$ cat config.mk
export PLATFORM = sky130hd
export DESIGN_NAME = maq_refri_seq_flat
export DESIGN_NICKNAME = d
export VERILOG_FILES = /design/src/rtl/maq_refri_pkg.sv /design/src/rtl/maq_refri_seq_if.sv /design/src/rtl/maq_refri_coin_dec.sv /design/src/rtl/maq_refri_seq.sv /design/src/flat_wrapper.sv
export SDC_FILE = /design/constraint.sdc
export NUM_CORES = 1
export LEC_CHECK = 0
export CAP_MARGIN = 10
export CELL_PAD_IN_SITES_DETAIL_PLACEMENT = 1
export CELL_PAD_IN_SITES_GLOBAL_PLACEMENT = 2
export CORE_ASPECT_RATIO = 0.5
export CORE_MARGIN = 2
export CORE_UTILIZATION = 32
export CTS_CLUSTER_SIZE = 10
export DETAILED_ROUTE_END_ITERATION = 12
export HOLD_SLACK_MARGIN = 0.15
export PLACE_DENSITY_LB_ADDON = 0.1
export SLEW_MARGIN = 20
export SYNTH_ARGS = -nofsm -noshare
export SYNTH_HDL_FRONTEND = slang
export SYNTH_SLANG_ARGS = --single-unit
$ cat constraint.sdc
create_clock -name clk -period 3.59 [get_ports clk]
set_clock_uncertainty 0.15 [all_clocks]
set_input_delay 0.5385 -clock clk [delete_from_list [all_inputs] [get_ports clk]]
set_output_delay 0.5385 -clock clk [all_outputs]
set_load 0.005 [all_outputs]
$ cat src/rtl/maq_refri_pkg.sv
// rtl/maq_refri_pkg.sv - coin encodings, coin values and FSM state type for the vend/change sequencer
package maq_refri_pkg;

  localparam logic [1:0] COIN_NONE = 2'b00;
  localparam logic [1:0] COIN_5    = 2'b01;
  localparam logic [1:0] COIN_10   = 2'b10;
  localparam logic [1:0] COIN_25   = 2'b11;

  typedef enum logic [1:0] {IDLE, ACCUM, VEND, CHANGE} state_t;

  // Value in cents of a coin code; COIN_NONE is worth nothing.
  function automatic logic [4:0] coin_value(input logic [1:0] code);
    case (code)
      COIN_5:  return 5'd5;
      COIN_10: return 5'd10;
      COIN_25: return 5'd25;
      default: return 5'd0;
    endcase
  endfunction

endpackage

$ cat src/rtl/maq_refri_seq_if.sv
// rtl/maq_refri_seq_if.sv - coin, dispenser and change-hopper signals of the sequencer
interface maq_refri_seq_if #(
  parameter int CREDIT_W = 7
);

  logic [1:0]          moeda;
  logic                cancel;
  logic                dispense_ack;
  logic                change_ack;
  logic                dispense_req;
  logic                change_req;
  logic [1:0]          change_coin;
  logic [CREDIT_W-1:0] credit;
  logic                coin_reject;
  logic                busy;

  // Machine side: coin acceptor, cancel button and actuators.
  modport master (
    output moeda, cancel, dispense_ack, change_ack,
    input  dispense_req, change_req, change_coin, credit, coin_reject, busy
  );

  // Sequencer side.
  modport slave (
    input  moeda, cancel, dispense_ack, change_ack,
    output dispense_req, change_req, change_coin, credit, coin_reject, busy
  );

endinterface

$ cat src/rtl/maq_refri_coin_dec.sv
// rtl/maq_refri_coin_dec.sv - coin bus edge detector producing one event per inserted coin
module maq_refri_coin_dec
  import maq_refri_pkg::*;
(
  input  logic       clk,
  input  logic       rst,
  input  logic [1:0] moeda,
  output logic       coin_evt,
  output logic [4:0] coin_val
);

  logic [1:0] moeda_q;

  // Previous-cycle coin code; a coin only counts when it follows an idle bus.
  always_ff @(posedge clk) begin
    if (rst) moeda_q <= COIN_NONE;
    else     moeda_q <= moeda;
  end

  // Code-to-code changes without an idle cycle in between are not new coins.
  assign coin_evt = (moeda != COIN_NONE) && (moeda_q == COIN_NONE);
  assign coin_val = coin_value(moeda);

endmodule

$ cat src/rtl/maq_refri_seq.sv
// rtl/maq_refri_seq.sv - vend/change sequencer: credit accumulation, dispense and change handshakes
module maq_refri_seq
  import maq_refri_pkg::*;
#(
  parameter int PRICE      = 20,
  parameter int CREDIT_W   = 7,
  parameter int MAX_CREDIT = 95
) (
  input logic            clk,
  input logic            rst,
  maq_refri_seq_if.slave bus
);

  localparam int                  W1      = CREDIT_W + 1;
  localparam logic [CREDIT_W-1:0] PRICE_C = CREDIT_W'(PRICE);
  localparam logic [W1-1:0]       MAX_C   = W1'(MAX_CREDIT);

  state_t              state;
  logic [CREDIT_W-1:0] credit_q;
  logic                dispense_req_q;
  logic                change_req_q;
  logic [1:0]          change_coin_q;
  logic                coin_reject_q;
  logic                busy_q;

  logic                coin_evt;
  logic [4:0]          coin_val;
  logic [W1-1:0]       sum;
  logic                coin_fits;
  logic [1:0]          pick;
  logic [CREDIT_W-1:0] rem;

  maq_refri_coin_dec u_dec (
    .clk      (clk),
    .rst      (rst),
    .moeda    (bus.moeda),
    .coin_evt (coin_evt),
    .coin_val (coin_val)
  );

  // One extra bit so a large credit plus a coin cannot wrap below the cap.
  assign sum       = {1'b0, credit_q} + W1'(coin_val);
  assign coin_fits = (sum <= MAX_C);
  assign rem       = credit_q - CREDIT_W'(coin_value(change_coin_q));

  // Greedy change: largest coin that still fits in the remaining credit.
  always_comb begin
    pick = COIN_5;
    if (credit_q >= CREDIT_W'(25))      pick = COIN_25;
    else if (credit_q >= CREDIT_W'(10)) pick = COIN_10;
  end

  // Sequencer FSM with credit datapath and registered handshake outputs.
  always_ff @(posedge clk) begin
    if (rst) begin
      state          <= IDLE;
      credit_q       <= '0;
      dispense_req_q <= 1'b0;
      change_req_q   <= 1'b0;
      change_coin_q  <= COIN_NONE;
      coin_reject_q  <= 1'b0;
      busy_q         <= 1'b0;
    end else begin
      coin_reject_q <= 1'b0;
      case (state)
        IDLE: begin
          if (coin_evt) begin
            if (coin_fits) begin
              credit_q <= sum[CREDIT_W-1:0];
              state    <= ACCUM;
            end else begin
              coin_reject_q <= 1'b1;
            end
          end
        end
        ACCUM: begin
          // The vend wins; a coin landing on the same cycle is handed back.
          if (credit_q >= PRICE_C) begin
            credit_q       <= credit_q - PRICE_C;
            dispense_req_q <= 1'b1;
            busy_q         <= 1'b1;
            coin_reject_q  <= coin_evt;
            state          <= VEND;
          end else if (coin_evt) begin
            if (coin_fits) credit_q <= sum[CREDIT_W-1:0];
            else           coin_reject_q <= 1'b1;
          end else if (bus.cancel && credit_q != '0) begin
            busy_q        <= 1'b1;
            change_req_q  <= 1'b1;
            change_coin_q <= pick;
            state         <= CHANGE;
          end
        end
        VEND: begin
          coin_reject_q <= coin_evt;
          if (bus.dispense_ack) begin
            dispense_req_q <= 1'b0;
            if (credit_q != '0) begin
              change_req_q  <= 1'b1;
              change_coin_q <= pick;
              state         <= CHANGE;
            end else begin
              busy_q <= 1'b0;
              state  <= IDLE;
            end
          end
        end
        CHANGE: begin
          coin_reject_q <= coin_evt;
          if (change_req_q) begin
            if (bus.change_ack) begin
              credit_q      <= rem;
              change_req_q  <= 1'b0;
              change_coin_q <= COIN_NONE;
              if (rem == '0) begin
                busy_q <= 1'b0;
                state  <= IDLE;
              end
            end
          end else begin
            // One idle cycle after each ack, then present the next coin.
            change_req_q  <= 1'b1;
            change_coin_q <= pick;
          end
        end
        default: state <= IDLE;
      endcase
    end
  end

  assign bus.credit       = credit_q;
  assign bus.dispense_req = dispense_req_q;
  assign bus.change_req   = change_req_q;
  assign bus.change_coin  = change_coin_q;
  assign bus.coin_reject  = coin_reject_q;
  assign bus.busy         = busy_q;

endmodule

$ cat src/flat_wrapper.sv
// flat-port wrapper written by rule: the top's interface ports become plain ports
module maq_refri_seq_flat import maq_refri_pkg::*;
#(
  parameter int PRICE      = 20,
  parameter int CREDIT_W   = 7,
  parameter int MAX_CREDIT = 95
)
  (clk, rst, bus_moeda, bus_cancel, bus_dispense_ack, bus_change_ack, bus_dispense_req, bus_change_req, bus_change_coin, bus_credit, bus_coin_reject, bus_busy);
  maq_refri_seq_if #(.CREDIT_W(CREDIT_W)) bus_i ();
  input logic clk;
  input logic rst;
  input wire logic [$bits(bus_i.moeda)-1:0] bus_moeda;
  input wire logic [$bits(bus_i.cancel)-1:0] bus_cancel;
  input wire logic [$bits(bus_i.dispense_ack)-1:0] bus_dispense_ack;
  input wire logic [$bits(bus_i.change_ack)-1:0] bus_change_ack;
  output wire logic [$bits(bus_i.dispense_req)-1:0] bus_dispense_req;
  output wire logic [$bits(bus_i.change_req)-1:0] bus_change_req;
  output wire logic [$bits(bus_i.change_coin)-1:0] bus_change_coin;
  output wire logic [$bits(bus_i.credit)-1:0] bus_credit;
  output wire logic [$bits(bus_i.coin_reject)-1:0] bus_coin_reject;
  output wire logic [$bits(bus_i.busy)-1:0] bus_busy;
  assign bus_i.moeda = bus_moeda;
  assign bus_i.cancel = bus_cancel;
  assign bus_i.dispense_ack = bus_dispense_ack;
  assign bus_i.change_ack = bus_change_ack;
  assign bus_dispense_req = bus_i.dispense_req;
  assign bus_change_req = bus_i.change_req;
  assign bus_change_coin = bus_i.change_coin;
  assign bus_credit = bus_i.credit;
  assign bus_coin_reject = bus_i.coin_reject;
  assign bus_busy = bus_i.busy;
  maq_refri_seq #(.PRICE(PRICE), .CREDIT_W(CREDIT_W), .MAX_CREDIT(MAX_CREDIT)) u_core (.clk(clk), .rst(rst), .bus(bus_i));
endmodule
After elaboration in Yosys (flattened, before gate mapping)
Cells that the tools add are included.
Word-level totals
  bits in registers: 17
  output and inout bits: 13
  logic and storage cells: 107
Cells by class
  add/subtract/negate cells: 3
  order comparisons: 4
  eq/ne operators: 24
  multiplexer cells: 51
  reduce and logical (&&, ||, !) cells: 17
Operators by type and width (count)
  $mux W2: 19
  $mux W7: 5
  $pmux W5 S3: 2
  $pmux W7 S3: 1
  $mux W1: 18
  $reduce_and A8 Y1: 2
  $ge A7 B5 Y1 const B: 2
  $ne A2 B1 Y1 const B: 7
  $eq A2 B2 Y1 const B: 6
  $ne A2 B2 Y1 const B: 5
  $pmux W1 S3: 3
  $add A7 B5 Y8: 1
  $le A8 B7 Y1 const B: 1
  $pmux W2 S4: 1
  $ge A7 B4 Y1 const B: 1
  $logic_not A7 Y1: 1
  $reduce_and A7 Y1: 1
  $reduce_bool A7 Y1: 1
  $sub A7 B5 Y7: 1
  $sub A7 B5 Y7 const B: 1
  $eq A2 B1 Y1 const B: 3
  $ne A3 B3 Y1 const B: 2
  $pmux W2 S3: 1
  $reduce_and A3 Y1: 2
  other kinds (8): 12

Logic depth before layout (Yosys ltp)
  depth after elaboration: 8
  gate-level depth with buffers: 11

Cells and area by module
From an unflattened synthesis, not the netlist that was laid out.
Second synthesis, totals
  cells, all modules: 222
  area, all modules: 1697.9 um^2
Modules (own cells, without submodules)
  maq_refri_seq: instances 1, cells an instance 211, area an instance 1604.0 um^2
  maq_refri_coin_dec: instances 1, cells an instance 11, area an instance 93.8 um^2

Least setup slack after synthesis
No wires, ideal clock.
  path kind: reg2reg
  start point: register u_core.credit_q[0], in the netlist u_core.bus.credit[0]
  end point: register u_core.busy_q, in the netlist u_core.bus.busy
  setup time: 0.122 ns
  data arrival time: 2.598 ns
  data required time: 3.318 ns
  path slack: 0.720 ns
  stages on the path, launching flop included: 10
  clock period less this slack: 2.870 ns
  cell sequence: dfxtp_1 > inv_1 > ha_1 > inv_1 > fa_1 > o41ai_1 > o221ai_1 > a211o_2 > a211o_1 > a311o_1
On the way
  word-level cells in the longest chain between the ends: 4
  elaborated cells between the ends (all ways): 12
Ends and longest elaborated chain
  start: declaration: RTL line maq_refri_seq.sv:19  | logic [CREDIT_W-1:0] credit_q;
  start signal: assignment: RTL line maq_refri_seq.sv:69  | credit_q <= sum[CREDIT_W-1:0];
  start signal: assignment: RTL line maq_refri_seq.sv:79  | credit_q <= credit_q - PRICE_C;
  start signal: assignment: RTL line maq_refri_seq.sv:85  | if (coin_fits) credit_q <= sum[CREDIT_W-1:0];
  $sub A7 B5 Y7 / $reduce_bool A7 Y1 (equally long branches): RTL line maq_refri_seq.sv:44, maq_refri_seq.sv:87, maq_refri_seq.sv:98
  $logic_not A7 Y1 / $logic_and A1 B1 Y1 (equally long branches): RTL line maq_refri_seq.sv:115, maq_refri_seq.sv:87
  $ne A2 B1 Y1 (no source line) / $ne A3 B1 Y1 (equally long branches)
  $reduce_and A8 Y1 (no source line)
  end signal: assignment: RTL line maq_refri_seq.sv:62  | busy_q <= 1'b0;
  end signal: assignment: RTL line maq_refri_seq.sv:103  | busy_q <= 1'b0;
  end signal: assignment: RTL line maq_refri_seq.sv:116  | busy_q <= 1'b0;
  end: declaration: RTL line maq_refri_seq.sv:24  | logic busy_q;
Several ways; a longest one is shown, not always the timed one.
A chain may end at the register's enable or synchronous reset.

Final worst setup path
  start point: input bus_moeda[0]
  end point: register u_core.credit_q[2], in the netlist u_core.bus.credit[2]
On the way
  word-level cells in the longest chain between the ends: 8
  elaborated cells between the ends (all ways): 12
Ends and longest elaborated chain
  start: declaration: RTL line flat_wrapper.sv:12  | input wire logic [$bits(bus_i.moeda)-1:0] bus_moeda;
  $eq A2 B2 Y1 / $eq A2 B1 Y1 (equally long branches): RTL line maq_refri_pkg.sv:13  | case (code)
  $pmux W5 S3: RTL line maq_refri_pkg.sv:13
  $add A7 B5 Y8: RTL line maq_refri_seq.sv:42  | assign sum = {1'b0, credit_q} + W1'(coin_val);
  $le A8 B7 Y1: RTL line maq_refri_seq.sv:43  | assign coin_fits = (sum <= MAX_C);
  $mux W7: RTL line maq_refri_seq.sv:68, maq_refri_seq.sv:85
  $mux W7 *: RTL line maq_refri_seq.sv:84  | end else if (coin_evt) begin
  $mux W7: RTL line maq_refri_seq.sv:78  | if (credit_q >= PRICE_C) begin
  $pmux W7 S3 *: RTL line maq_refri_seq.sv:65  | case (state)
Mark *: on every way between the ends. The rest lies on a longest branch, timed or not.

==> run_results.csv <==
group,metric,value,unit
setup_path,end_kind,"flop",
finish,nNetsFinal,256,
floorplan,start_util,32.66,%
finish,diodes,0,
setup_path,crit_family,"simple AND/OR/NAND/NOR gates",
timing,relSlewSlack,57.75,%
finish,drive_above_1_share,8.120,%
cts,htreeDepth,1,
cts,cts.sinks,17,
cts,ctsResizeCount,0,
logic_synthesis,synthArstFlopShare,0,%
route,wl_per_cell,18.37,um
cts,worstSkewPairLatency,0.26,ns
logic_synthesis,syn_inst,210,
grt,gr-total-overflow,0,
power_and_ir_drop,p_per_area,858.0,nW/um2
cts,cts_tree,"built",
grt,grt_pass1_vias,1580,
hold_path,min_path_type,"reg2reg",
grt,grt_pass1_wl,8811,um
logic_synthesis,yosys_warnings,0,
logic_synthesis,synth_nets,231,
timing,finalHoldViolCount,0,
setup_path,critPathBufInv,1,
cts,root_buffer,"clkbuf_8",
finish,final_core_util,39.92,%
logic_synthesis,netlist.top_cell.by_area,"dfxtp_1",
setup_path,worstPathCellList,"clkdlybuf4s50_1 -> ha_1 -> fa_1 -> a211oi_1 -> nor3_1 -> and4_1 -> nor3_1 -> nor2_1 -> a211oi_1 -> o31ai_1",
cts,cts_setup_buffers,0,
setup_path,path_class,"in2reg",
setup_path,cp.required,3.59,ns
route,antenna_left,0,
floorplan,die_w,103.4,um
grt,antenna_found_initial,0,
floorplan,dieHeight,53.71,um
setup_path,slowest_stage,"clkdlybuf4s50_1",
timing,post-route-period-util,93.42,%
cts,path_clk_slew,0.07,ns
timing,min_period,3.354,ns
timing,setup_viol,0,
floorplan,dieArea,5555,um2
finish,num-fill-cells,605,
setup_path,worst_ep_arrival_time,3.35,ns
flow_run,drv_cap,0,
route,first_iter_violations,108,
floorplan,rows,18,
logic_synthesis,yosys.cell_types.count,57,
logic_synthesis,netlist.area_leader.share,21.52,%
timing,fmax,298.2,MHz
floorplan,core_region_area,4842,um2
placement,port_buffers,19,
timing,tightest_slew,0.6329,ns
route,routed_wl,5585,um
route,vias,1673,
route,viasPerCell,5.503,
placement,place_area,1887,um2
logic_synthesis,synth.most_common_cell,"nor2_1",
setup_path,start_kind,"input port",
outcome,status,"completed",
timing,rsz0062_at_grt,"false",
logic_synthesis,ys_seq_area_share,21.52,%
finish,post-route-cell-area,1933,um2
logic_synthesis,synth.area.top_cells,"dfxtp_1 (22%), ha_1 (9.5%), nor2_1 (6.6%), a21oi_1 (4.4%), nand2_1 (4.0%)",
finish,area_growth,22.23,%
route,dr.pass1.iters,4,
logic_synthesis,syn_area_per_cell,7.531,um2
power_and_ir_drop,p_leak,0.7783,nW
power_and_ir_drop,power,1.659,mW
cts,cts_buffer_depth,2,
floorplan,ioPinCount,20,
cts,cts_buffers,3,
logic_synthesis,ys_ff_latch,17,
logic_synthesis,synth_common_cells,"nor2_1 (28), dfxtp_1 (17), nand2_1 (17)",
setup_path,crit_path_max_incr_delay,0.49,ns
setup_path,crit_fanout,6,
cts,cts_hold_buf,0,
timing,drv_slew,0,
logic_synthesis,ys.flop_type,"dfxtp_1",
logic_synthesis,synthesis.area,1582,um2
logic_synthesis,synth_edf_count,0,
power_and_ir_drop,irDropWorstVdd,0.2049,mV
grt,grt.total_usage,21.77,%
route,drc,0,
grt,grt_max_degree,17,
placement,dp_hpwl,4419,um
placement,globalplace.congestion,0.8272,
## worst register-to-register path, delay by kind of cell, from the launching register on
family | cells | cell delay [ns]
XOR/XNOR | 1 | 0.17
adder cells (fa/ha/maj) | 2 | 0.61
AO/OA/AOI/OAI | 6 | 1.56
flip-flops | 1 | 0.44
buffers and inverters | 1 | 0.05
## worst paths after layout
check	start	end	slack (ns)	cells past startpoint
max reg2reg	u_core.bus.change_coin[0]	u_core.bus.busy	0.51	10
min reg2reg	u_core.bus.dispense_req	u_core.bus.dispense_req	0.38	2
min	u_core.bus.dispense_req	u_core.bus.dispense_req	0.38	2
max	bus_moeda[0]	u_core.bus.credit[2]	0.24	10
## cells by family (layout without fill, tap and decap cells)
logic type	after synthesis	count (layout)	share of synthesized area (%)
and+or+nand+nor	80	80	25.24
AOI/OAI and AO/OA	69	69	30.38
buffers and inverters	19	43	4.668
DFF	17	17	21.52
adders and majority gates	14	14	12.03
xor gates and xnor gates	10	10	5.538
muxes	1	1	0.6329
## flip-flops by register name (all words and copies together) (netlist names)
| register | count |
|---|---|
| u_core.bus.busy | 1 |
| u_core.bus.change_coin | 2 |
| u_core.bus.change_req | 1 |
| u_core.bus.coin_reject | 1 |
| u_core.bus.credit | 7 |
| u_core.bus.dispense_req | 1 |
| u_core.state | 2 |
| u_core.u_dec.moeda_q | 2 |
## stage by stage
stage                     setup slack [ns]  setup TNS (ns)  instances  hold WS (ns)
after global placement              0.1822               0        300        0.3490
after floorplan                     0.7197               0        210        0.3458
final                               0.2363               0        304        0.3814
after detailed placement          -0.02229        -0.02229        300        0.3632
after global routing               0.07320               0        304        0.4168
after CTS                           0.2449               0        304        0.3824
## final cells by class
type / instances / area (um2) / share of cell area [%]
repair buffers: 26 / 242.7 / 12.56
well taps: 70 / 87.58 / 4.531
inverters: 13 / 48.80 / 2.524
clock inverters: 1 / 5.005 / 0.2589
flip-flops and latches: 17 / 340.3 / 17.61
clock buffers: 3 / 41.29 / 2.136
multi-input cells: 174 / 1167 / 60.39
## metal layers
layer / up-vias / part of all wire (%) / track usage (%)
met1: 809 / 54 / 32.46
li1: 823 / - / -
met3: 2 / 4.4 / 4.675
met2: 39 / 41 / 32.58
met5: - / 0 / 0
met4: 0 / 0.52 / 3.289
## cell usage in the layout, fill, tap and decap left out, types with 2 or more instances in the layout
cell	n
nor2_1	28
clkdlybuf4s50_1	19
nand2_1	17
dfxtp_1	17
a21oi_1	14
inv_1	13
ha_1	12
o21ai_0	10
xnor2_1	7
buf_4	7
a211oi_1	6
nor2b_1	5
nand3_1	5
o31ai_1	5
a21o_1	4
nor3_1	4
nand2b_1	3
xor2_1	3
nand4_1	3
a31oi_1	3
clkbuf_8	3
and2_1	2
o21ai_1	2
a311o_1	2
or2_2	2
a211o_1	2
and3_1	2
a221oi_1	2
fa_1	2
## power by group
| part | internal [mW] | switching, mW | leakage (nW) |
|---|---|---|---|
| Sequential | 0.249 | 0.124 | 0.140 |
| Clock | 0.0774 | 0.0780 | 0.0255 |
| Combinational | 0.514 | 0.616 | 0.613 |
| Total | 0.840 | 0.818 | 0.778 |
No activity file was read; power rests on OpenSTA's default activity.
==> RTL edit: new RTL, config.mk and constraints unchanged <==
`CREDIT_W` is set to 7 in 3 places; all go to 14.
--- a/src/rtl/maq_refri_seq_if.sv
+++ b/src/rtl/maq_refri_seq_if.sv
@@ -1,5 +1,5 @@
 // rtl/maq_refri_seq_if.sv - coin, dispenser and change-hopper signals of the sequencer
 interface maq_refri_seq_if #(
-  parameter int CREDIT_W = 7
+  parameter int CREDIT_W = 14
 );
 
--- a/src/rtl/maq_refri_seq.sv
+++ b/src/rtl/maq_refri_seq.sv
@@ -4,5 +4,5 @@
 #(
   parameter int PRICE      = 20,
-  parameter int CREDIT_W   = 7,
+  parameter int CREDIT_W   = 14,
   parameter int MAX_CREDIT = 95
 ) (
--- a/src/flat_wrapper.sv
+++ b/src/flat_wrapper.sv
@@ -3,5 +3,5 @@
 #(
   parameter int PRICE      = 20,
-  parameter int CREDIT_W   = 7,
+  parameter int CREDIT_W   = 14,
   parameter int MAX_CREDIT = 95
 )
Interface: changed (resized bus_credit); port bits go from 20 to 27. No check against the original RTL was run, so the function may have changed too.
==> RTL edit against the original RTL <==
Worst setup slack lost 0.11 ns. Routed wire length increased by 75%. Hold slack worse by 0.060 ns. Highest routed layer unchanged. Sequential cell count grew 7. Cell area grew 60%. Fmax shrank 3.1%. Critical path type unchanged. Synthesized area grew 54%. Sequential share of layout area fell by 2.0 points.
Power is not shown: default switching activity piles up to over one toggle a cycle in this logic, so the estimate is an artifact.
==> RTL edit: results (changes against the original RTL) <==
global_routing:
  grt_pass1_wl_um: 15600  # +77%
  globalRouteOverflowTotal: 0  # unchanged
  antenna_found_initial: 0  # unchanged
  grt_pass1_vias: 2728  # +73%
  track_usage: 0.244  # +0.0266
  grt_max_degree: 24  # +7
worst_setup_path:
  max_stage_delay_ns: 0.52  # +0.03 ns
  crit_slowest_cell: "or4b_1"
  crit_fanout: 5  # -1
  crit_family: "simple AND/OR/NAND/NOR gates"
logic_synthesis:
  seq_area_frac_synth: 0.197  # -0.0185
  ys_warn_count: 0  # unchanged
  synth_fa_ha_area_frac: 0.0830  # -0.0373
  synth_cell_type_count: 64  # +12%
  synth_xor_area_frac: 0.0359  # -0.0195
  muxShareOfSynthArea: 0.0128  # +0.00648
  synth-main-ff-cell: "dfxtp_1"
  synth_compound_area_frac: 0.312  # +0.00819
  synth.avg_cell_area_um2: 7.40  # -1.7%
  synth_area_leaders: "dfxtp_1 20%, ha_1 6.7%, nor2_1 5.2%, a21oi_1 4.5%, o21ai_0 3.9%"
  synthTopCellsByCount: "34 x nor2_1, 25 x nand2_1, 24 x dfxtp_1"
  synth_fp_nets: 352  # +52%
layout:
  largest_register_ffs: 14  # +7
  clock_area_frac: 0.0288  # +0.00484
  nMultiInputCombCells: 264  # +52%
  nNetsFinal: 390  # +52%
  fill_cells: 914  # +51%
  nClkBuffers: 4  # +1
  drive_above_1_share: 0.155  # +0.0741
  num-nonclk-buffers: 56  # +120%
  buf_share: 0.159  # +0.0338
  final_area_mm2: 0.00309  # +60%
  regArea_um2: 480  # +41%
  diodes: 0  # unchanged
  num-nonclk-inverters: 19  # +6
  multi_input_area_share: 0.594  # -0.00980
detailed_routing:
  wl_per_cell_um: 21.1  # +15%
  drt-total-wl_um: 9790  # +75%
  first_pass_iters: 4  # unchanged
  viasPerCell: 5.80  # +5.3%
  drt-initial-drc-count: 189  # +75%
placed_design:
  dp_hpwl_um: 7570  # +71%
  placed_cell_area_mm2: 0.00292  # +55%
  finalWeightedCongestion: 0.880  # +6.4%
  io_buffers: 26  # +7
  dp_slack_ns: -0.359  # -0.337 ns
  place_inst: 456  # +52%
clocking:
  clockRootBuffer: "clkbuf_16"
  clk_pin_slew_ns: 0.07  # about the same
  cts.sinks: 24  # +7
  clock_path_buffers: 2  # unchanged
  cts_buffers: 3  # unchanged
  clk-insertion-delay-late_ns: 0.27
hold_path:
  hp-class: "flip-flop to flip-flop"
floorplanning:
  fp-row-count: 22  # +4
sta:
  tightest_slew_ns: 0.747  # +0.114 ns
status:
  run_status: "finished clean"
## RTL edit: per-layer routing
layer	global-route usage	wire [um]
met5	0	0
met4	0.0412	133
met3	0.0534	667
met2	0.361	3960
met1	0.365	5030
## RTL edit: worst min-delay path: cells and delay by family (launching register included)
family / cells / cell delay, ns
flip-flops: 1 / 0.31
AO/OA/AOI/OAI: 1 / 0.06
buffers and inverters: 1 / 0.05
## RTL edit: timing repair
item | in CTS | in global routing
gates resized for setup | 4 | 9
pin swaps | 4 | 5
buffers inserted | 1 | 2
setup endpoints to repair | 4 | 16
## RTL edit: final timing paths
path,startpoint,endpoint,slack [ns],cells after the start
worst max register to register,u_core.bus.credit[0],u_core.bus.credit[0],0.26,11
worst min-delay path,u_core.bus.busy,u_core.bus.busy,0.32,2
worst min register to register,u_core.bus.busy,u_core.bus.busy,0.32,2
worst max-delay path,bus_moeda[1],u_core.bus.credit[0],0.13,11
